**src/rtl/decoder3x8_hold.sv**
```systemverilog
// decoder3x8_hold: registered 3-to-8 decoder with valid/ready accept and programmable hold time.
// Optional even-parity check on the incoming code is enabled by defining DECODER3X8_PARITY_EN.
module decoder3x8_hold #(
    parameter int HOLD_CYCLES = 4
) (
    input  logic clk,
    input  logic rst,
    input  logic en,
    input  logic valid,
    input  logic x0,
    input  logic x1,
    input  logic x2,
`ifdef DECODER3X8_PARITY_EN
    input  logic p,
    output logic err,
`endif
    output logic ready,
    output logic y0,
    output logic y1,
    output logic y2,
    output logic y3,
    output logic y4,
    output logic y5,
    output logic y6,
    output logic y7,
    output logic done
);
    localparam int CW = $clog2(HOLD_CYCLES + 1);

    typedef enum logic {IDLE, HOLD} state_t;

    state_t        state_q, state_d;
    logic [CW-1:0] cnt_q, cnt_d;
    logic [2:0]    code_q, code_d;
    logic [7:0]    y_q, y_d;
    logic          done_q, done_d;
    logic [2:0]    code_in;
    logic          last, accept, take;

    assign code_in = {x2, x1, x0};
    assign last    = (state_q == HOLD) && (cnt_q == '0);
    assign ready   = en & ((state_q == IDLE) | last);
    assign accept  = valid & ready;

`ifdef DECODER3X8_PARITY_EN
    logic err_q, err_d, par_bad;
    assign par_bad = ^{code_in, p};
    assign take    = accept & ~par_bad;
    assign err_d   = accept & par_bad;
    assign err     = err_q;
    // A bad-parity code is dropped; report it one cycle later.
    always_ff @(posedge clk or posedge rst) begin
        if (rst) err_q <= 1'b0;
        else     err_q <= err_d;
    end
`else
    assign take = accept;
`endif

    // Next state: abort on en low, (re)load on accept, otherwise count the hold down.
    always_comb begin
        state_d = state_q;
        cnt_d   = cnt_q;
        code_d  = code_q;
        if (!en) begin
            state_d = IDLE;
            cnt_d   = '0;
        end else if (take) begin
            state_d = HOLD;
            cnt_d   = CW'(HOLD_CYCLES - 1);
            code_d  = code_in;
        end else if (state_q == HOLD) begin
            if (cnt_q == '0) state_d = IDLE;
            else             cnt_d   = cnt_q - CW'(1);
        end
        y_d    = (state_d == HOLD) ? 8'(1) << code_d : '0;
        done_d = (state_d == HOLD) && (cnt_d == '0);
    end

    // State, counter, latched code and registered outputs.
    always_ff @(posedge clk or posedge rst) begin
        if (rst) begin
            state_q <= IDLE;
            cnt_q   <= '0;
            code_q  <= '0;
            y_q     <= '0;
            done_q  <= 1'b0;
        end else begin
            state_q <= state_d;
            cnt_q   <= cnt_d;
            code_q  <= code_d;
            y_q     <= y_d;
            done_q  <= done_d;
        end
    end

    assign {y7, y6, y5, y4, y3, y2, y1, y0} = y_q;
    assign done = done_q;
endmodule

```
**config.mk**
```make
export PLATFORM = sky130hd
export DESIGN_NAME = decoder3x8_hold
export DESIGN_NICKNAME = d
export VERILOG_FILES = /design/src/rtl/decoder3x8_hold.sv
export SDC_FILE = /design/constraint.sdc
export NUM_CORES = 1
export LEC_CHECK = 0
export CORE_MARGIN = 5
export CORE_UTILIZATION = 30
export DETAILED_ROUTE_END_ITERATION = 8
export SETUP_SLACK_MARGIN = 0.02
export SLEW_MARGIN = 30
export SYNTH_ARGS = -nofsm -noshare
export SYNTH_HDL_FRONTEND = slang
export SYNTH_SLANG_ARGS = --single-unit
```
**constraint.sdc**
```tcl
create_clock -name clk -period 1.95 [get_ports clk]
set_input_delay 0.4875 -clock clk [delete_from_list [all_inputs] [get_ports clk]]
set_output_delay 0.4875 -clock clk [all_outputs]
set_load 0.01 [all_outputs]
```
==> results by group, run 1 <==
Run status
  – Outcome: finished clean

Place
  – Port Buffers: 16
  – Pre-CTS setup slack: -0.142 ns
  – Post-DP HPWL: between 1000 and 1500 µm
  – RePlAce Congestion: between 0.7 and 0.8

Synthesis
  – Synthesized cell area: a little under 800 µm²
  – Share of the yosys chip area belonging to registers: a little over 50%
  – Synth top cells by count: dfrtp_1, nor2_1, nand2_1
  – FF+latch count, synth: 16
  – Yosys warnings: 0
  – Largest area contributor in the netlist: dfrtp_1
  – Post-synth ARST share: between 90% and 100%
  – Post-synth net total: 81
  – Top cells by area, synth: dfrtp_1, nor2_1, mux2i_1
  – Synth Flop Type: dfrtp_1
  – Cell with the most instances after synthesis: dfrtp_1
  – Yosys top cell area share: about half
  – Mapped Cells: between 70 and 80
  – EDFF count, synth: 0
  – Avg Cell Area, Syn: 10.8 µm²
  – Netlist cell types: 25

Clock network
  – Longest Clk Path Bufs: 2
  – # H-tree levels: 1
  – TritonCTS clock tree: yes
  – Clk pin slew, worst setup/hold paths: about 0.1 ns
  – Inserted Clock Buffers: 3
  – Worst-skew pair later-pin latency: 0.28 ns
  – CTS root buf: clkbuf_4
  – Hold buffer count at cts: 0
  – Clock sinks: 16

Run
  – MaxCap Viol Count: 0

Floorplan
  – DIE AREA: around 3700 µm²
  – DIE WIDTH: between 60 and 70 µm
  – Initial Util: a little under a third
  – IO Pins: 17
  – # rows: 18
  – Core area: about 2500 µm²
  – DIE HEIGHT: slightly above 60 µm

STA
  – RSZ-0062 raised after global routing: true
  – Fmax: 535 MHz
  – Fin crit period: 1.87 ns
  – Finish-stage setup viols: 0
  – Slew HR: between 60% and 70%
  – Min setup slack post-route: ~0.08 ns
  – Max Slew Vio Count: 0
  – Worst Max-Slew Pin Slew: just under 0.6 ns
  – Final hold vios: 0
  – Period utilization: 95.8%
  – Max Clock Skew: about 0.0033 ns

GRT
  – Initial antenna violation count: 0
  – Number of global-route vias before repair: between 500 and 600
  – Gr usage total: 9.30%
  – Total grt overflow: 0
  – Largest net degree at the start of global routing: 17
  – First-pass GRT wire length: 2500 µm

Route
  – Vias per inst: between 4 and 5
  – WL/cell: ~10 µm
  – Post-route DRC: 0
  – Drt pass-1 iters: 4
  – Initial drt markers: 5
  – Antenna-violating nets left: 0
  – WL final: roughly 1400 µm
  – Vias: 568

Setup path
  – Crit start category: flop
  – Worst setup path class: flop to output port
  – WP data arrival: approximately 1.4 ns
  – Reg2reg setup slack: approximately 0.28 ns
  – R2R Path End: y_q[3]
  – CP required: ~1.5 ns
  – Worst-path maximum fanout: 2
  – RR Startpoint: cnt_q[0]
  – Path depth of the worst reg2reg path: 7
  – CP endpoint kind: output port

Finish
  – P&R area growth vs syn: 41.7%
  – Share of post-route cells with drive strength above 1: a little over a quarter
  – Nets: ~110
  – Fin util: 44.3%
  – Diodes inserted: 0

Hold path
  – Worst min path class: flop to flop
  – Hold endpoint: code_q[2]
  – Worst hold start: code_q[2]
  – Hold depth: 1

Pwr
  – P_leak: around 0.5 nW
  – PwrDens: 715 nW/µm²
  – Peak supply drop: around 0.39 mV
[what timing repair did]
action | in CTS | in global routing
setup endpoints to repair | 1 | 1
resized for setup | 8 | 0
pin swaps | 1 | 2
setup buffers | 3 | 0
[sequential cells by signal, indices dropped and copies added (netlist names)]
register / count
cnt_q: 3
y_q: 8
done: 1
state_q: 1
code_q: 3
[layer usage]
layer	wire length, µm	global-route usage (%)
met5	0	0
met4	36	5.57
met3	61	1.91
met2	627	13.9
met1	654	12.4
[cell families (layout without fill, tap and decap cells)]
| logic type | Yosys count | in the layout | share of synthesized area [%] |
|---|---|---|---|
| buffers and inverters | 5 | 36 | 3.55 |
| DFF | 16 | 16 | 51.7 |
| adders and majority gates | 2 | 2 | 3.23 |
| AOI/OAI and AO/OA | 8 | 8 | 7.92 |
| and+or+nand+nor | 33 | 33 | 22.6 |
| muxes | 8 | 8 | 11.0 |
[worst max-delay path, cell delays in order (launching register included)]
cell and delay [ns]:
dfrtp_1 0.40, inv_2 0.08, ha_4 0.14, nand2b_4 0.05
and2_4 0.13, and2b_1 0.17, buf_2 0.12
[per-stage QoR]
stage	cells	power (mW)	setup TNS (ns)	area (µm²)	hold slack (ns)
4_1_cts	133	0.796	0	1100	0.533
2_1_floorplan	72	0.488	0	774	0.401
3_5_place_dp	126	0.560	-0.288	1030	0.510
3_3_place_gp	126	0.557	-0.240	1030	0.501
6_report	133	0.784	0	1100	0.527
5_1_grt	133	0.839	0	1100	0.570
[cell usage in the layout, fill, tap and decap left out, types with 2 or more instances in the layout]
master           synthesis  layout
nor2_1                  12      12
mux2_2                   3       3
nand2b_1                 2       2
nor2b_1                  5       5
inv_2                    0       2
a21oi_1                  2       2
nand2_1                  6       6
mux2i_1                  4       4
and3_1                   2       2
clkbuf_4                 0       3
clkdlybuf4s50_1          0      15
o21ai_0                  2       2
buf_4                    0      13
dfrtp_1                 16      16
[where the power goes]
part / total, mW / internal (mW) / switching [mW]
combinational: 0.194 / 0.110 / 0.0840
clock: 0.216 / 0.113 / 0.103
sequential: 0.374 / 0.358 / 0.0165
total: 0.784 / 0.581 / 0.203
[worst max path at each step]
stage	from	end	slack (ns)	cells after the start
after floorplan	cnt_q[0]	ready	0.24	6
after global placement	en	ready	-0.15	3
after detailed placement	en	ready	-0.14	3
after CTS	cnt_q[1]	ready	0.05	6
after global routing	cnt_q[0]	ready	0.006	6
final	cnt_q[0]	ready	0.08	6
[area by class of cell]
cell class	count	area, µm²
Tap cell	30	37.5
Clock buffer	4	36.3
Inverter	3	11.3
Sequential cell	16	400
Multi-Input combinational cell	51	359
Fill cell	266	1380
Timing Repair Buffer	29	253
Power figures use the tool's default switching activity.
==> run 2, diff against run 1 <==
--- a/config.mk
+++ b/config.mk
@@ -7,6 +7,7 @@
 export LEC_CHECK = 0
 export CORE_MARGIN = 5
 export CORE_UTILIZATION = 30
+export CTS_BUF_LIST = sky130_fd_sc_hd__clkbuf_16
 export DETAILED_ROUTE_END_ITERATION = 8
 export SETUP_SLACK_MARGIN = 0.02
 export SLEW_MARGIN = 30
==> run 2 against run 1 <==
Global-route usage shrank 0.13 points. Critical path depth did not move. Die area is the same. First-iteration DRC count did not move. Largest cell class unchanged. Critical path type unchanged. Worst setup slack gained 0.034 ns. Power rose by 22%. Sequential power hardly changed. Flip-flop and latch count did not move. Wire length fell by 0.22%. Clock power increased by 79%. Via count is 3.0% higher. Maximum frequency increased by 1.9%. Highest routed layer unchanged.
==> results by group, run 2 (synthesis results as in run 1) <==
GRT
  – Met3 usage: approximately 1.9%
  – Initial antenna violation count: 0
  – Number of global-route vias before repair: ~570
  – First-pass GRT wire length: approximately 2500 µm
  – Most Used Layer, Global Route: met2
  – Largest net degree at the start of global routing: 17
  – Global routing met2 resource utilization: 14.4%
  – GRT met1 Usage: approximately an eighth
  – Total grt overflow: 0
  – Gr usage total: under 10%

Clock network
  – Longest Clk Path Bufs: 2
  – Worst-skew pair later-pin latency: ~0.24 ns
  – TritonCTS clock tree: yes
  – Inserted Clock Buffers: 3
  – Clk pin slew, worst setup/hold paths: ~0.05 ns
  – Clock sinks: 16
  – # H-tree levels: 1
  – Hold buffer count at cts: 0
  – CTS root buf: clkbuf_16

Setup path
  – RR Startpoint: cnt_q[0]
  – CP endpoint: ready
  – CP endpoint kind: output port
  – Reg2reg setup slack: about 0.3 ns
  – Critical Path Start: cnt_q[0]
  – R2R Path End: y_q[3]
  – Worst setup path class: flop to output port
  – Crit start category: flop
  – Worst-path maximum fanout: 3
  – Path depth of the worst reg2reg path: 7
  – CP required: roughly 1.5 ns
  – WP data arrival: roughly 1.4 ns

STA
  – Max Clock Skew: between 0.002 and 0.003 ns
  – Finish-stage setup viols: 0
  – Slew HR: roughly 61%
  – Max Slew Vio Count: 0
  – Hold Slack: 0.516 ns
  – Period utilization: 94.1%
  – RSZ-0062 raised after global routing: false
  – Fmax: ~550 MHz
  – Setup TNS: 0 ns
  – Fin crit period: approximately 1.8 ns
  – Final hold vios: 0
  – Worst Max-Slew Pin Slew: 0.586 ns

Finish
  – Most common cell after layout, fill and taps aside: dfrtp_1
  – Diodes inserted: 0
  – Max reg flops: 8
  – Largest reg by FF count: y_q
  – Commonest cells after routing, fill and taps aside: dfrtp_1, clkdlybuf4s50_1, buf_4
  – Nets: about 110
  – P&R area growth vs syn: 47.2%
  – Top Registers: y_q x8, cnt_q x3, code_q x3
  – Share of post-route cells with drive strength above 1: about a quarter

Pwr
  – Peak supply drop: a little over 0.5 mV
  – P_leak: ~0.52 nW
  – PwrDens: between 800 and 900 nW/µm²

Route
  – Vias per inst: 4.40
  – Vias: between 500 and 600
  – Drt pass-1 iters: 4
  – WL final: 1380 µm
  – Post-route DRC: 0
  – Initial drt markers: 5
  – WL/cell: a little over 10 µm
  – Antenna-violating nets left: 0

Place
  – Port Buffers: 16
  – Post-DP HPWL: 1030 µm
  – RePlAce Congestion: 0.718

Floorplan
  – DIE AREA: ~3700 µm²
  – Initial Util: ~31%
  – IO Pins: 17
  – DIE HEIGHT: 60.8 µm
  – DIE WIDTH: between 60 and 70 µm
  – # rows: 18
  – Core area: 2480 µm²

Run status
  – Outcome: finished clean

Hold path
  – Worst min path class: flop to flop

Run
  – MaxCap Viol Count: 0
## run 2: cell types whose count changed in the layout (fill, tap and decap cells not counted)
| cell | before | now |
|---|---|---|
| clkbuf_16 | 0 | 3 |
| clkbuf_8 | 1 | 0 |
| clkinv_1 | 0 | 1 |
| clkbuf_4 | 3 | 0 |
## run 2: how the worst min path moves through the flow
stage,startpoint,endpoint,cells past startpoint
floorplan,rst,cnt_q[0],1
global route,code_q[2],code_q[2],1
detailed placement,code_q[2],code_q[2],1
finish,code_q[2],code_q[2],1
global placement,code_q[2],code_q[2],1
CTS,code_q[2],code_q[2],1
## run 2: timing repair
item	in CTS	in global routing
pin swaps	1	1
endpoints found under the setup margin	1	1
buffers inserted	2	1
gates cloned	0	0
resized for setup	8	0
endpoints found under the hold margin	0	0
## run 2: routing by layer
metal | up-vias | wire length, µm
met5 | - | 0
met4 | 0 | 27
met3 | 2 | 60
met2 | 12 | 680
met1 | 268 | 609
li1 | 303 | -
## run 2: stage by stage
step | cell area, µm² | util (%) | power, mW | worst slack, ns | instances
after floorplan | 774 | - | 0.488 | 0.243 | 72
after global placement | 1030 | 41.6 | 0.557 | -0.148 | 126
after detailed placement | 1030 | 41.6 | 0.560 | -0.142 | 126
after CTS | 1130 | 45.7 | 0.967 | 0.0698 | 132
after global routing | 1140 | 46.0 | 1.01 | 0.0557 | 133
final | 1140 | 46.0 | 0.957 | 0.116 | 133
## run 2: cell type report
type                    instances  area (µm²)
clock inverters                 1        3.75
multi-input cells              51         359
well taps                      30        37.5
flip-flops and latches         16         400
repair buffers                 29         253
inverters                       3        11.3
fillers                       256        1340
clock buffers                   3        75.1
## run 2: report_power, final
part / switching (mW) / leakage (nW) / internal (mW) / total, mW
Clock: 0.115 / 0.0385 / 0.271 / 0.386
Sequential: 0.0162 / 0.211 / 0.359 / 0.375
Combinational: 0.0854 / 0.267 / 0.110 / 0.196
## run 2: worst max-delay path, cell delays in order (launching register included)
cell	delay, ns
dfrtp_1	0.38
inv_2	0.08
ha_4	0.14
nand2b_4	0.06
and2_4	0.15
and2b_1	0.17
buf_2	0.12
==> run 3, diff against run 2 <==
--- a/config.mk
+++ b/config.mk
@@ -8,6 +8,7 @@
 export CORE_MARGIN = 5
 export CORE_UTILIZATION = 30
 export CTS_BUF_LIST = sky130_fd_sc_hd__clkbuf_16
+export CTS_CLUSTER_DIAMETER = 200
 export DETAILED_ROUTE_END_ITERATION = 8
 export SETUP_SLACK_MARGIN = 0.02
 export SLEW_MARGIN = 30
==> results of run 3 <==
No change in the layout: final DEF, timing and power equal those of run 2.
